--- src/rtl/cello_lut_pkg.sv ---
// -----------------------------------------------------------------------------
// cello_lut_pkg
// Shared definitions for the programmable truth-table gate and for anything
// that needs to evaluate a truth table the same way (e.g. a gate-mapping
// scoreboard).
//   lut_state_e : persistence filter state
//   tt_row()    : truth-table row lookup. Row 0 (all inputs low) lives in the
//                 MSB of the table, so a table reads like its hex gate name.
// -----------------------------------------------------------------------------
package cello_lut_pkg;

   // Widest supported gate: 6 inputs, 64-entry table.
   localparam int N_IN_MAX = 6;
   localparam int TT_W_MAX = 1 << N_IN_MAX;

   typedef enum logic [1:0] {
      UNCFG    = 2'd0,
      STABLE   = 2'd1,
      SETTLING = 2'd2
   } lut_state_e;

   // tbl    : table zero-extended to TT_W_MAX bits
   // tt_w   : real table width of the caller (2**N_IN)
   // idx    : row index, zero-extended to N_IN_MAX bits
   // Returns tbl[tt_w-1-idx].
   function automatic logic tt_row(input logic [TT_W_MAX-1:0] tbl,
                                   input logic [N_IN_MAX:0]   tt_w,
                                   input logic [N_IN_MAX-1:0] idx);
      logic [N_IN_MAX:0] pos;
      pos = tt_w - {1'b0, idx} - {{N_IN_MAX{1'b0}}, 1'b1};
      return tbl[pos[N_IN_MAX-1:0]];
   endfunction

endpackage

--- src/rtl/lut_persist_gate_filter.sv ---
// -----------------------------------------------------------------------------
// persist_filter
// Output persistence filter for the truth-table gate. The registered lookup
// result (cand) only reaches the output after it has differed from the
// current output for HOLD_CYC consecutive edges; shorter excursions are
// rejected as glitches. HOLD_CYC = 0 bypasses the filter (out follows cand
// once configured).
//
// Ports
//   clk       in   rising-edge clock
//   rst_n     in   synchronous reset, active-low
//   cand      in   registered lookup result
//   cand_nxt  in   lookup result being captured this edge (already from the
//                  newly committed table while fresh is high)
//   load      in   table commit happens at this edge
//   fresh     in   the edge after a commit; cand is still from the old table
//   out       out  filtered output
//   out_valid out  out reflects the committed table for the settled input
//   busy      out  filter is SETTLING
// -----------------------------------------------------------------------------
module persist_filter
   import cello_lut_pkg::*;
#(
   parameter int HOLD_CYC = 4
) (
   input  logic clk,
   input  logic rst_n,
   input  logic cand,
   input  logic cand_nxt,
   input  logic load,
   input  logic fresh,
   output logic out,
   output logic out_valid,
   output logic busy
);

   localparam int CNT_W  = $clog2(HOLD_CYC + 1);
   // HOLD_CYC = 0 gives a zero-width counter; keep one bit so the register
   // still elaborates (it never leaves zero in that build).
   localparam int CNT_RW = (CNT_W < 1) ? 1 : CNT_W;
   localparam logic [CNT_RW-1:0] CNT_ONE  = CNT_RW'(1);
   // cnt holds the number of mismatching edges already seen, so the flip
   // happens on the edge where cnt would step to HOLD_CYC.
   localparam logic [CNT_RW-1:0] CNT_LAST =
      (HOLD_CYC > 1) ? CNT_RW'(HOLD_CYC - 1) : '0;

   lut_state_e        state_q, state_n;
   logic              out_q, out_n;
   logic              ov_q, ov_n;
   logic [CNT_RW-1:0] cnt_q, cnt_n;

   always_ff @(posedge clk) begin
      if (!rst_n) begin
         state_q <= UNCFG;
         out_q   <= 1'b0;
         ov_q    <= 1'b0;
         cnt_q   <= '0;
      end else begin
         state_q <= state_n;
         out_q   <= out_n;
         ov_q    <= ov_n;
         cnt_q   <= cnt_n;
      end
   end

   always_comb begin
      state_n = state_q;
      out_n   = out_q;
      ov_n    = ov_q;
      cnt_n   = cnt_q;

      if (load) begin
         // A commit only arrives in UNCFG or STABLE and takes priority over
         // any mismatch seen on the same edge: that cand came from the table
         // being replaced.
         state_n = STABLE;
         cnt_n   = '0;
         ov_n    = 1'b0;
      end else begin
         case (state_q)
            UNCFG: begin
               // Unconfigured: cand is meaningless, hold everything.
            end
            STABLE: begin
               if (fresh) begin
                  // cand still reflects the old table; judge validity on the
                  // value now being looked up from the new one.
                  ov_n = (HOLD_CYC == 0) ? 1'b1 : (cand_nxt == out_q);
               end else if (HOLD_CYC == 0) begin
                  // Bypass build: output is driven straight from cand.
               end else if (cand != out_q) begin
                  if (HOLD_CYC == 1) begin
                     out_n = cand;
                     ov_n  = 1'b1;
                  end else begin
                     state_n = SETTLING;
                     cnt_n   = CNT_ONE;
                  end
               end
            end
            SETTLING: begin
               if (cand == out_q) begin
                  // Excursion ended before it persisted long enough.
                  state_n = STABLE;
                  cnt_n   = '0;
               end else if (cnt_q == CNT_LAST) begin
                  out_n   = cand;
                  ov_n    = 1'b1;
                  cnt_n   = '0;
                  state_n = STABLE;
               end else begin
                  cnt_n = cnt_q + CNT_ONE;
               end
            end
            default: begin
               state_n = UNCFG;
               cnt_n   = '0;
            end
         endcase
      end
   end

   assign out       = (HOLD_CYC == 0) ? (cand && (state_q == STABLE)) : out_q;
   assign out_valid = ov_q;
   assign busy      = (state_q == SETTLING);

endmodule

--- src/rtl/lut_persist_gate.sv ---
// -----------------------------------------------------------------------------
// lut_persist_gate
// Programmable N-input truth-table gate with a persistence-filtered output.
// Inputs are registered, the table lookup is registered, and the result goes
// through persist_filter so out changes only after the new value has held for
// HOLD_CYC cycles. The table is loaded at runtime through a valid/ready
// handshake that is refused while the filter is mid-transition.
//
// Parameters
//   N_IN      number of gate inputs (1..6), table width TT_W = 2**N_IN
//   HOLD_CYC  persistence in cycles, 0 = filter bypassed
//
// Ports
//   clk        in   rising-edge clock
//   rst_n      in   synchronous reset, active-low
//   in_vec     in   gate inputs, in_vec[N_IN-1] is the row-index MSB
//   cfg_valid  in   table-load request
//   cfg_ready  out  table-load accept (low while SETTLING)
//   cfg_table  in   truth table, cfg_table[TT_W-1-row] is the output for row
//   out        out  filtered gate output
//   out_valid  out  out reflects the committed table for the settled input
//   busy       out  filter is SETTLING
// -----------------------------------------------------------------------------
module lut_persist_gate
   import cello_lut_pkg::*;
#(
   parameter int N_IN     = 3,
   parameter int HOLD_CYC = 4
) (
   input  logic                   clk,
   input  logic                   rst_n,
   input  logic [N_IN-1:0]        in_vec,
   input  logic                   cfg_valid,
   output logic                   cfg_ready,
   input  logic [(1<<N_IN)-1:0]   cfg_table,
   output logic                   out,
   output logic                   out_valid,
   output logic                   busy
);

   localparam int TT_W = 1 << N_IN;

   logic [N_IN-1:0] in_p0;
   logic            cand_p1;
   logic [TT_W-1:0] tbl_q;
   logic            fresh_q;
   logic            commit;
   logic            cand_nxt;

   // The table may only change while the filter is not mid-transition.
   assign cfg_ready = ~busy;
   assign commit    = cfg_valid & cfg_ready;

   assign cand_nxt = tt_row(TT_W_MAX'(tbl_q), (N_IN_MAX+1)'(TT_W),
                            N_IN_MAX'(in_p0));

   always_ff @(posedge clk) begin
      if (!rst_n) begin
         in_p0   <= '0;
         cand_p1 <= 1'b0;
         tbl_q   <= '0;
         fresh_q <= 1'b0;
      end else begin
         // Stage p0: input capture
         in_p0   <= in_vec;
         // Stage p1: table lookup on the captured inputs
         cand_p1 <= cand_nxt;
         fresh_q <= commit;
         if (commit) begin
            tbl_q <= cfg_table;
         end
      end
   end

   // Stage p2: persistence filter
   persist_filter #(
      .HOLD_CYC (HOLD_CYC)
   ) u_filter (
      .clk       (clk),
      .rst_n     (rst_n),
      .cand      (cand_p1),
      .cand_nxt  (cand_nxt),
      .load      (commit),
      .fresh     (fresh_q),
      .out       (out),
      .out_valid (out_valid),
      .busy      (busy)
   );

endmodule
--- config.mk ---
export PLATFORM = sky130hd
export DESIGN_NAME = lut_persist_gate
export DESIGN_NICKNAME = d
export VERILOG_FILES = /design/src/rtl/cello_lut_pkg.sv /design/src/rtl/lut_persist_gate_filter.sv /design/src/rtl/lut_persist_gate.sv
export SDC_FILE = /design/constraint.sdc
export NUM_CORES = 1
export LEC_CHECK = 0
export CAP_MARGIN = 25
export CORE_MARGIN = 2
export CORE_UTILIZATION = 25
export CTS_BUF_LIST = sky130_fd_sc_hd__clkbuf_8
export DETAILED_ROUTE_END_ITERATION = 10
export GPL_TIMING_DRIVEN = 0
export SYNTH_ARGS = -nofsm -noshare
export SYNTH_HDL_FRONTEND = slang
export SYNTH_SLANG_ARGS = --single-unit
--- constraint.sdc ---
create_clock -name clk -period 1.7 [get_ports clk]
set_input_delay 0.34 -clock clk [delete_from_list [all_inputs] [get_ports clk]]
set_output_delay 0.34 -clock clk [all_outputs]
set_load 0.01 [all_outputs]
==> flow_metrics.env <==
export IMPL_hold_path_cell_count=2
export IMPL_finalCritPeriodShare_pct=105.8
export IMPL_synth_edf_count=0
export IMPL_core_area_um2=3943
export IMPL_syn_nets=131
export IMPL_min_path_type="flip-flop to flip-flop"
export IMPL_synth_top_flop_cell="dfxtp_1"
export IMPL_grtUsageMet1_pct=13.22
export IMPL_cts_clk_slew_worst_paths_ps=80
export IMPL_p_leak_nw=0.5486
export IMPL_dp_slack_ps=-167.1
export IMPL_async_flop_share_pct=0
export IMPL_r2r_cells=7
export IMPL_cts_num_sinks=20
export IMPL_wl_um=2087
export IMPL_violations="negative setup slack"
export IMPL_initial_core_util_pct=25.55
export IMPL_seq_area_frac_synth_pct=39.75
export IMPL_nets=159
export IMPL_whs_ps=456.5
export IMPL_clock_latency_ps=250
export IMPL_grt_pass1_vias=822
export IMPL_cts_root_buf="clkbuf_8"
export IMPL_drt_iter0_drc=28
export IMPL_slew_viol_final=0
export IMPL_antenna_found_initial=0
export IMPL_end_kind="flip-flop"
export IMPL_cts_buffer_depth=2
export IMPL_die_x_um=67.48
export IMPL_pin_count=18
export IMPL_power_density_nw_per_um2=751.7
export IMPL_fin_crit_ps=1798
export IMPL_numCtsBuffers=3
export IMPL_fp_row_count=23
export IMPL_synth_seq_cells=20
export IMPL_grt_util_met2_pct=17.28
export IMPL_diodes=0
export IMPL_start_kind="flip-flop"
export IMPL_vdd_drop_max_uv=268.4
export IMPL_syn_inst=111
export IMPL_setup_viol=1
export IMPL_viasPerCell=4.479
export IMPL_drc_errors=0
export IMPL_grt_use_met3_pct=2.167
export IMPL_wl_per_cell_um=11.10
export IMPL_worst_slew_pin_slew_ps=330.3
export IMPL_gr_max_usage_layer="met2"
export IMPL_grt_pass1_wl_um=3594
export IMPL_drive_gt1_share_pct=23.19
export IMPL_cap_viol_max_count=0
export IMPL_area_delta_synth_final_pct=38.63
export IMPL_avgSynthCellArea_um2=9.074
export IMPL_cts_htree_levels=1
export IMPL_cp_data_arrival_time_ps=1990
export IMPL_final_setup_worst_slack_ps=-97.80
export IMPL_yosysWarnings=0
export IMPL_outcome="finished with violations"
export IMPL_dr_total_vias=842
export IMPL_cts_tree="done"
export IMPL_detail_route_antenna_nets=0
export IMPL_rsz0062_at_grt="yes"
export IMPL_fmax_mhz=556.2
export IMPL_worstPathRequired_ps=1890
export IMPL_yosysUniqueCellTypes=27
export IMPL_syn_area_um2=1007
export IMPL_finClkSkew_ps=2.553
export IMPL_die_area_um2=4553
export IMPL_track_usage_pct=10.41
export IMPL_grt_overflow_total=0
export IMPL_grt_max_degree=12
export IMPL_dieHeight_um=67.48
export IMPL_finalHoldViolations=0
export IMPL_fin_util_pct=35.42
export IMPL_post_layout_total_power_mw=1.050
export IMPL_worstPathMaxFanout=3
export IMPL_numPortBuffers=17
export IMPL_slew_headroom_pct=77.98
export IMPL_place_congestion=0.8313
export IMPL_dr_pass1_iters=4
export IMPL_hpwl_um=1516
export IMPL_crit_type="flip-flop to flip-flop"
[kinds of logic after synthesis]
kind of cell | synth area share [%]
AOI/OAI and AO/OA | 18.14
xor gates and xnor gates | 4.845
adders and majority gates | 7.453
buffers and inverters | 3.354
DFF | 39.75
muxes | 6.459
and+or+nand+nor | 20.00
[layout make-up]
cell class / count / area (um2)
Timing Repair Buffer: 23 / 212.7
Multi-Input combinational cell: 82 / 623.1
Sequential cell: 20 / 407.9
Tap cell: 50 / 62.56
Inverter: 7 / 26.28
Buffer: 2 / 8.758
Fill cell: 404 / 2546
Clock buffer: 4 / 55.05
[registers in the layout (all words and copies together), names as in the netlist]
| name | count |
|---|---|
| tbl_q | 8 |
| in_p0 | 3 |
| u_filter.cnt_q | 3 |
| u_filter.state_q | 2 |
| cand_p1 | 1 |
| fresh_q | 1 |
| u_filter.out | 1 |
| u_filter.out_valid | 1 |
[repair_timing]
item / CTS / global route
setup buffers: 5 / 1
setup endpoints to repair: 5 / 8
hold buffers: 0 / 0
resized for setup: 8 / 10
pin swaps: 4 / 3
endpoints found under the hold margin: 0 / 0
[metrics by stage]
stage / area (um2) / std cells / TNS [ps]
finish: 1396 / 188 / -97.80
global route: 1396 / 188 / -325.7
CTS: 1363 / 187 / -62.16
detailed placement: 1256 / 178 / -291.5
global placement: 1256 / 178 / -253.4
floorplan: 1023 / 111 / -40.83
[Yosys cell counts (2+ instances only)]
| library cell | n | area, um2 |
|---|---|---|
| ha_1 | 6 | 75.07 |
| inv_1 | 6 | 22.52 |
| nand2_1 | 22 | 82.58 |
| nor2_1 | 3 | 11.26 |
| o21ai_0 | 4 | 20.02 |
| a31oi_1 | 6 | 37.54 |
| or3_4 | 2 | 22.52 |
| xor2_1 | 2 | 17.52 |
| mux4_2 | 2 | 45.04 |
| clkbuf_1 | 2 | 7.510 |
| and2_1 | 6 | 37.54 |
| nor3_1 | 2 | 10.01 |
| a21oi_1 | 2 | 10.01 |
| a21boi_1 | 9 | 67.56 |
| nor2b_1 | 5 | 31.28 |
| mux2i_1 | 2 | 20.02 |
| dfxtp_1 | 20 | 400.4 |
[placed cells by master, fill, tap and decap left out, types with 2 or more instances in the layout]
cell / instances
a21boi_1: 9
inv_1: 4
dlygate4sd2_1: 2
inv_2: 3
buf_4: 6
nand2_2: 2
nor2b_1: 4
ha_4: 2
a31oi_1: 5
mux4_2: 2
or3_4: 2
ha_1: 2
dfxtp_2: 3
nand2_1: 21
o21ai_0: 4
clkdlybuf4s50_1: 15
nor3_1: 2
dfxtp_1: 16
a21oi_1: 2
clkbuf_8: 4
ha_2: 2
xor2_1: 2
and2_1: 6
nor2_1: 3
[worst max-delay path: stages (launching register included)]
cell,delay (ps)
dfxtp_4,350
inv_2,50
ha_4,280
mux4_2,500
mux2i_2,170
a31oi_2,70
xor2_1,160
a31oi_1,150
[per-layer routing]
layer | vias to the layer above | routed length (um)
li1 | 433 | -
met1 | 395 | 957
met2 | 12 | 1046
met3 | 2 | 56
met4 | 0 | 26
met5 | - | 0
[worst paths after layout]
kind | startpoint | to | slack [ps]
min reg2reg | tbl_q[1] | tbl_q[1] | 460
max | in_p0[0] | u_filter.out_valid | -100
max reg2reg | in_p0[0] | u_filter.out_valid | -100
min | tbl_q[1] | tbl_q[1] | 460
[report_power, final]
| group | switching (mW) | total, mW | internal, mW | leakage [nW] |
|---|---|---|---|---|
| Sequential | 0.0143 | 0.503 | 0.489 | 0.166 |
| Clock | 0.160 | 0.366 | 0.206 | 0.0288 |
| Combinational | 0.0786 | 0.181 | 0.102 | 0.354 |
No activity file was read; power rests on OpenSTA's default activity.
